===== src/rtl/gpio_input_debounce_if.sv =====
// -----------------------------------------------------------------------------
// gpio_input_debounce_if
// Bundles the pad-side inputs and the conditioned outputs of the GPIO input
// debounce stage.
//   en_i        : 1 = filtering active, 0 = bypass
//   pins_i      : raw asynchronous pad levels
//   debounced_o : filtered levels feeding the GPIO input bus
//   rise_o      : one-cycle pulse per channel on a 0->1 debounced transition
//   fall_o      : one-cycle pulse per channel on a 1->0 debounced transition
//   any_edge_o  : OR of all rise/fall pulses, aligned with them
// master = block that drives the pads (test harness / pad ring),
// slave  = the debounce stage itself.
// -----------------------------------------------------------------------------
interface gpio_input_debounce_if #(
   parameter int WIDTH = 16
);
   logic             en_i;
   logic [WIDTH-1:0] pins_i;
   logic [WIDTH-1:0] debounced_o;
   logic [WIDTH-1:0] rise_o;
   logic [WIDTH-1:0] fall_o;
   logic             any_edge_o;

   modport master (
      output en_i, pins_i,
      input  debounced_o, rise_o, fall_o, any_edge_o
   );

   modport slave (
      input  en_i, pins_i,
      output debounced_o, rise_o, fall_o, any_edge_o
   );
endinterface


===== src/rtl/gpio_input_debounce.sv =====
// -----------------------------------------------------------------------------
// gpio_input_debounce
// Input conditioning between the GPIO pads and the GPIO input port: each pad
// bit is synchronised into clk_i, filtered by a per-channel stability counter
// and presented as a clean level plus registered rise/fall event pulses.
// Ports:
//   clk_i : system clock
//   rst_i : synchronous, active-high reset
//   bus   : gpio_input_debounce_if.slave (en_i, pins_i in; debounced_o,
//           rise_o, fall_o, any_edge_o out)
// A channel's debounced level follows its synchronised level only after the
// two have differed for DEBOUNCE_CYCLES consecutive edges; any agreement in
// between restarts qualification. With en_i=0 the synchronised level passes
// straight through and counters are held at zero.
// -----------------------------------------------------------------------------
module gpio_input_debounce #(
   parameter int WIDTH           = 16,
   parameter int SYNC_STAGES     = 2,
   parameter int DEBOUNCE_CYCLES = 1000,
   parameter int CNT_W           = 10
) (
   input logic                    clk_i,
   input logic                    rst_i,
   gpio_input_debounce_if.slave   bus
);

   // Count value at which a differing level is accepted.
   localparam logic [CNT_W-1:0] CNT_LAST = CNT_W'(DEBOUNCE_CYCLES - 1);

   // Synchroniser chain: index 0 samples the pads, index SYNC_STAGES-1 is the
   // metastability-safe level used by the filter.
   logic [SYNC_STAGES-1:0][WIDTH-1:0] sync_q;
   logic [WIDTH-1:0]                  sync;

   logic [WIDTH-1:0][CNT_W-1:0] cnt_q, cnt_d;
   logic [WIDTH-1:0]            deb_q, deb_d;
   logic [WIDTH-1:0]            rise_q, rise_d;
   logic [WIDTH-1:0]            fall_q, fall_d;
   logic                        any_q, any_d;

   assign sync = sync_q[SYNC_STAGES-1];

   always_comb begin
      // NOTE: every combinational output gets a default before any branch, so
      // no path leaves a value unassigned and no latch is inferred.
      deb_d = deb_q;
      cnt_d = '0;
      for (int i = 0; i < WIDTH; i++) begin
         if (!bus.en_i) begin
            // Bypass: take the synchronised level now; counters stay at 0.
            deb_d[i] = sync[i];
         end else if (sync[i] != deb_q[i]) begin
            if (cnt_q[i] == CNT_LAST) begin
               deb_d[i] = sync[i];
            end else begin
               cnt_d[i] = cnt_q[i] + CNT_W'(1);
            end
         end
         // Agreement with the debounced level leaves cnt_d at its 0 default,
         // which is what restarts qualification after a bounce.
      end
      // Pulses are derived from the accepted transition so they line up with
      // the debounced_o change in the following cycle.
      rise_d = deb_d & ~deb_q;
      fall_d = ~deb_d & deb_q;
      any_d  = |(rise_d | fall_d);
   end

   always_ff @(posedge clk_i) begin
      // NOTE: state registers use non-blocking assignments so every flop in
      // this block samples the pre-edge values of the others.
      if (rst_i) begin
         sync_q <= '0;
         cnt_q  <= '0;
         deb_q  <= '0;
         rise_q <= '0;
         fall_q <= '0;
         any_q  <= 1'b0;
      end else begin
         sync_q <= {sync_q[SYNC_STAGES-2:0], bus.pins_i};
         cnt_q  <= cnt_d;
         deb_q  <= deb_d;
         rise_q <= rise_d;
         fall_q <= fall_d;
         any_q  <= any_d;
      end
   end

   assign bus.debounced_o = deb_q;
   assign bus.rise_o      = rise_q;
   assign bus.fall_o      = fall_q;
   assign bus.any_edge_o  = any_q;

endmodule

===== src/flat_wrapper.sv =====
// flat-port wrapper written by rule: the top's interface ports become plain ports
module gpio_input_debounce_flat 
#(
   parameter int WIDTH           = 16,
   parameter int SYNC_STAGES     = 2,
   parameter int DEBOUNCE_CYCLES = 1000,
   parameter int CNT_W           = 10
)
  (clk_i, rst_i, bus_en_i, bus_pins_i, bus_debounced_o, bus_rise_o, bus_fall_o, bus_any_edge_o);
  gpio_input_debounce_if #(.WIDTH(WIDTH)) bus_i ();
  input logic clk_i;
  input logic rst_i;
  input wire logic [$bits(bus_i.en_i)-1:0] bus_en_i;
  input wire logic [$bits(bus_i.pins_i)-1:0] bus_pins_i;
  output wire logic [$bits(bus_i.debounced_o)-1:0] bus_debounced_o;
  output wire logic [$bits(bus_i.rise_o)-1:0] bus_rise_o;
  output wire logic [$bits(bus_i.fall_o)-1:0] bus_fall_o;
  output wire logic [$bits(bus_i.any_edge_o)-1:0] bus_any_edge_o;
  assign bus_i.en_i = bus_en_i;
  assign bus_i.pins_i = bus_pins_i;
  assign bus_debounced_o = bus_i.debounced_o;
  assign bus_rise_o = bus_i.rise_o;
  assign bus_fall_o = bus_i.fall_o;
  assign bus_any_edge_o = bus_i.any_edge_o;
  gpio_input_debounce #(.WIDTH(WIDTH), .SYNC_STAGES(SYNC_STAGES), .DEBOUNCE_CYCLES(DEBOUNCE_CYCLES), .CNT_W(CNT_W)) u_core (.clk_i(clk_i), .rst_i(rst_i), .bus(bus_i));
endmodule

===== config.mk =====
export PLATFORM = sky130hd
export DESIGN_NAME = gpio_input_debounce_flat
export DESIGN_NICKNAME = d
export VERILOG_FILES = /design/src/rtl/gpio_input_debounce_if.sv /design/src/rtl/gpio_input_debounce.sv /design/src/flat_wrapper.sv
export SDC_FILE = /design/constraint.sdc
export NUM_CORES = 1
export LEC_CHECK = 0
export CELL_PAD_IN_SITES_DETAIL_PLACEMENT = 2
export CELL_PAD_IN_SITES_GLOBAL_PLACEMENT = 2
export CORE_UTILIZATION = 37
export CTS_BUF_LIST = sky130_fd_sc_hd__clkbuf_16
export DETAILED_ROUTE_END_ITERATION = 6
export PLACE_DENSITY_LB_ADDON = 0.1
export SLEW_MARGIN = 20
export SYNTH_ARGS = -nofsm -noshare
export SYNTH_HDL_FRONTEND = slang
export SYNTH_SLANG_ARGS = --single-unit

===== constraint.sdc =====
create_clock -name clk_i -period 2.3 [get_ports clk_i]
set_input_delay 0.345 -clock clk_i [delete_from_list [all_inputs] [get_ports clk_i]]
set_output_delay 0.345 -clock clk_i [all_outputs]
set_load 0.02 [all_outputs]

== Yosys cells after proc, flatten, opt, wreduce, memory -nomap -nowiden ==
Index checks and enable logic that the tools add are counted.

* Bits in registers: 241
* Bits of input ports: 19
* Logic and storage cells: 157

* Add/sub/neg operators: 16
* Equality and inequality tests: 32
* Mux-type cells: 48
* Bitwise operators: 22
* Reductions and logical operators: 17

{| class="wikitable"
|+ Operators by type and width
! operator !! count
|-
| adder 10 x 1 -> 10 bit, second input constant || 16
|-
| == test 10 bit, second input constant || 16
|-
| OR reduction 4 bit || 16
|-
| two-way mux 1 bit || 48
|-
| bitwise AND 16 bit || 2
|-
| NOT 16 bit || 2
|-
| NOT 1 bit || 17
|-
| != test 1 bit || 16
|-
| bitwise OR 16 bit || 1
|-
| OR reduction 16 bit || 1
|}

== Logic depth before layout (Yosys ltp) ==
* Depth in word-level cells: 8
* Mapped depth: 9
* Depth with buffers taken out: 9

== Least setup slack after synthesis ==
No wires, ideal clock.

* Kind: reg2reg
* Start: register u_core.cnt_q[90] (netlist name)
* End: register u_core.any_q, in the netlist u_core.bus.any_edge_o
* Setup time: 0.128 ns
* Data arrival time: 1.978 ns
* Required time: 2.172 ns
* Slack: 0.194 ns
* Stages on the path, launching flop included: 10
* Clock period less this slack: 2.106 ns
* Cells stage by stage: dfxtp_1 ha_1 nand2_1 o41ai_1 mux2i_1 inv_1 ha_1 nand4_1 nor4_1 nor2_1

* Cells in the longest elaborated chain, start to end: 8
* Elaborated cells between the ends (all ways): 9
* Classes of those cells: eq/ne: 1; mux: 3; bitwise: 4; reduce/logical: 1

{| class="wikitable"
|+ Ends and longest elaborated chain
! what !! line !! text
|-
| start, declared || gpio_input_debounce.sv:35 || <nowiki>logic [WIDTH-1:0][CNT_W-1:0] cnt_q, cnt_d;</nowiki>
|-
| start signal, assigned || gpio_input_debounce.sv:81 || <nowiki>cnt_q <= cnt_d;</nowiki>
|-
| == test 10 bit * || gpio_input_debounce.sv:53 || <nowiki>if (cnt_q[i] == CNT_LAST) begin</nowiki>
|-
| two-way mux 1 bit * || gpio_input_debounce.sv:53 ||
|-
| two-way mux 1 bit * || gpio_input_debounce.sv:52 || <nowiki>end else if (sync[i] != deb_q[i]) begin</nowiki>
|-
| two-way mux 1 bit * || gpio_input_debounce.sv:49 || <nowiki>if (!bus.en_i) begin</nowiki>
|-
| via u_core.deb_d[9] || gpio_input_debounce.sv:36 || <nowiki>logic [WIDTH-1:0] deb_q, deb_d;</nowiki>
|-
| NOT 16 bit || gpio_input_debounce.sv:65 || <nowiki>fall_d = ~deb_d & deb_q;</nowiki>
|-
| bitwise AND 16 bit || gpio_input_debounce.sv:65 ||
|-
| bitwise OR 16 bit * || gpio_input_debounce.sv:66 || <nowiki>any_d = |(rise_d | fall_d);</nowiki>
|-
| OR reduction 16 bit * || gpio_input_debounce.sv:66 ||
|-
| end signal, assigned || gpio_input_debounce.sv:85 || <nowiki>any_q <= any_d;</nowiki>
|-
| end, declared || gpio_input_debounce.sv:39 || <nowiki>logic any_q, any_d;</nowiki>
|}

Mark *: on every way through the listed nets, which the timed path passes. The rest lies on a longest branch.
A chain may end at the register's enable or synchronous reset.

== Final worst setup path ==
* Start: register u_core.cnt_q[110] (netlist name)
* End: register u_core.any_q, in the netlist u_core.bus.any_edge_o

Same word-level chain as after synthesis.

==> results.toml <==
[detailed_routing]
firstDrtPassIters = 4
vias = 8331
drt_iter0_drc = 252
wl_per_cell_um = 16.6
drc = 0
wirelength_mm = 27.4
via_per_inst = 5.05
antenna_left = 0

[sta]
period_share_pct = 102
finalSetupTns_ns = -0.0463
min_period_ns = 2.35
max-slew-margin-rel_pct = 57.6
worst_pin_slew_ns = 0.630
fin_ws_ns = -0.0463
skew_ns = 0.00695
fmax_ghz = 0.426
drv_slew = 0
finalHoldViolations = 0
setup_viol = 1
rsz0062_at_grt = "yes"

[die]
ioPinCount = 68
die_area_um2 = 28000
die_h_um = 167
start_util_pct = 37.7
std_cell_rows = 60
dieWidth_um = 167
core_um2 = 26900

[clock_network]
cts_tree = "done"
hold_buffers = 0
htreeDepth = 1
insertion_delay_ns = 0.53
clockRootBuffer = "clkbuf_16"
clk_pin_slew_worst_paths_ns = 0.06
clock-sinks = 241
cts_made_buffers = 28
cts_buffer_depth = 3

[finish]
fin_cells = 1651
antennaDiodeCount = 0
final_net_count = 1355
syn_to_final_growth_pct = 28.5
layout-drive-gt1-share_pct = 16.0

[worst_setup_path]
ff2ff_setup_slack_ns = -0.05
cp-start-kind = "register"
crit_arrival_ns = 2.75
cp-startpoint = "u_core.cnt_q[110]"
crit_type = "reg -> reg"
critPathRequiredTime_ns = 2.71
ff2ff_path_depth = 9
crit_path_end_kind = "register"
timing.rr.end = "u_core.bus.any_edge_o"
path_max_fanout = 2
timing.rr.start = "u_core.cnt_q[110]"

[outcome]
violations = "negative setup slack"
outcome = "finished with violations"

[power]
power_mw = 8.73
power_frac_seq_pct = 48.8
p_comb_share_pct = 4.3
power.switching_mw = 1.95
intPower_mw = 6.77
leakage_nw = 5.00
netSwitchingFraction_pct = 22.4
power_density_nw_per_um2 = 671
p_clk_share_pct = 46.8
vdd_ir_drop_max_uv = 458

[logic_synthesis]
synth_edf_count = 0
synth_compound_area_share_pct = 9.42
synth_top_family_by_area = "simple AND/OR/NAND/NOR gates"
yosysTopAreaCell = "dfxtp_1"
async_reset_ff_share_pct = 0
ys_types = 50
netlist_area_um2 = 10100
synthSimpleGateAreaFrac_pct = 23.5
synth_seq_area_share_pct = 47.7
syn-num-nets = 1172
yosys_warnings = 0
synth_seq_cells = 241
synth_ff_type = "dfxtp_1"
synthTopCellsByArea = "dfxtp_1 48%, nor2_1 6.6%, ha_1 5.9%"
synth_area_per_cell_um2 = 9.16
yosys.area_share.adder_pct = 5.93
postSynthCellCount = 1105
synth-xor-area-share_pct = 8.40
synth_top_area_share_pct = 47.7
synth_mux_area_share_pct = 1.58

[hold_path]
hold_class = "in -> reg"
min_path_cells = 3
hold_start = "rst_i"
min_to = "u_core.sync_q[12]"

[grt]
grt_pass1_wl_mm = 46.0
grt_util_all_layers_pct = 19.9
grt-ovfl-total = 0
antenna_found_initial = 0
grt_max_degree = 82
grt_pass1_vias = 9170

[placed_design]
dp_slack_ns = -0.373
gp_congestion = 0.768
port_buffers = 67
dp.final_hpwl_mm = 19.3
dp.cells = 1581

[job]
cap_viol_max_count = 0
[layer usage]
| metal | up-vias | GRT usage, % | routed length [um] |
|---|---|---|---|
| li1 | 4118 | - | - |
| met2 | 91 | 36.7 | 13900 |
| met1 | 4081 | 24.5 | 12200 |
| met3 | 41 | 2.60 | 701 |
| met5 | - | 0 | 0 |
| met4 | 0 | 4.47 | 612 |
[critical path, cell delays in order, from the launching register on]
cell	delay [ns]
dfxtp_1	0.32
ha_1	0.21
and4bb_2	0.27
a31oi_4	0.18
mux2i_1	0.28
inv_1	0.09
ha_1	0.28
nand4_1	0.18
nor4_2	0.33
nor2_1	0.06
[worst max-delay path by stage]
stage	to	slack, ns	cells after the start
2_1_floorplan	u_core.bus.any_edge_o	0.19	9
3_3_place_gp	u_core.bus.any_edge_o	-0.27	9
3_5_place_dp	u_core.bus.any_edge_o	-0.37	9
4_1_cts	u_core.bus.any_edge_o	0.0003	9
5_1_grt	u_core.bus.any_edge_o	-0.21	9
6_report	u_core.bus.any_edge_o	-0.05	9
[metrics by stage]
step | area (um^2) | utilization, % | hold WS (ns)
global route | 13000 | 48.4 | 0.352
detailed placement | 11800 | 43.9 | 0.428
finish | 13000 | 48.4 | 0.335
global placement | 11800 | 43.9 | 0.424
floorplan | 10100 | - | 0.414
CTS | 12800 | 47.7 | 0.346
[cell usage after synthesis, types with 4 or more instances]
library cell and count:
and2_1 15, or2_2 8, o211ai_1 4, nor2b_1 66
a31oi_1 13, a21oi_1 35, xnor2_1 45, ha_1 48
o21ai_0 14, nand2_1 60, and4_1 5, inv_1 76
o221a_2 14, clkbuf_1 11, o21ai_1 6, dfxtp_1 241
nor2_1 179, o41ai_2 5, o311a_1 5, nand2b_1 5
nand3_1 52, nor3_1 18, or3_1 5, xor2_1 52
nand4b_1 8, o31ai_1 13, nand4_1 30, a311oi_1 5
a21o_1 5, and3_1 17, mux2i_1 16
[sequential cells by signal (all words and copies together) (netlist names)]
signal / flops
u_core.cnt_q: 160
u_core.bus.debounced_o: 16
u_core.bus.fall_o: 16
u_core.bus.rise_o: 16
u_core.sync: 16
u_core.sync_q: 16
u_core.bus.any_edge_o: 1
[cells by family (layout without fill, tap and decap cells)]
family	count (synthesis)	in the layout
and+or+nand+nor	480	480
DFF	241	241
AOI/OAI and AO/OA	130	130
xor gates and xnor gates	97	97
buffers and inverters	93	298
adders and majority gates	48	48
muxes	16	16
[area by class of cell]
type / count / area (um^2)
sequential: 241 / 4850
tap: 341 / 427
clock inverter: 23 / 120
timing repair buffer: 170 / 1470
multi-input combinational: 771 / 5130
fill: 2926 / 13900
clock buffer: 29 / 726
inverter: 76 / 285
[timing repair]
| item | CTS | global route |
|---|---|---|
| pin swaps | 10 | 10 |
| gates resized for setup | 19 | 26 |
| endpoints found under the setup margin | 1 | 1 |
| buffers inserted | 12 | 6 |
[cells in the final DEF (no fill, tap or decap), types with 7 or more instances in the layout]
cell	n
nand3_1	51
o31ai_1	7
xor2_1	52
clkinv_1	8
nor2b_1	65
nor3_1	18
o221a_2	14
inv_1	84
buf_4	102
ha_4	7
and3_1	17
and2_1	15
o21ai_0	14
clkdlybuf4s50_1	66
or2_2	8
clkbuf_16	29
nand4b_1	8
nand2_1	58
dfxtp_1	229
xnor2_1	45
dfxtp_2	9
nand4_1	30
a31oi_1	12
ha_1	41
mux2i_1	16
nor2_1	179
a21oi_1	35
[power groups by stage]
| stage | Clock, mW | Combinational (mW) | Sequential [mW] |
|---|---|---|---|
| floorplan | 0 | 0.151 | 4.37 |
| global placement | 0 | 0.342 | 4.35 |
| detailed placement | 0 | 0.352 | 4.36 |
| CTS | 4.23 | 0.370 | 4.26 |
| finish | 4.09 | 0.378 | 4.26 |
| global route | 4.39 | 0.416 | 4.27 |
Note: power is estimated with default switching activity, not from simulation.
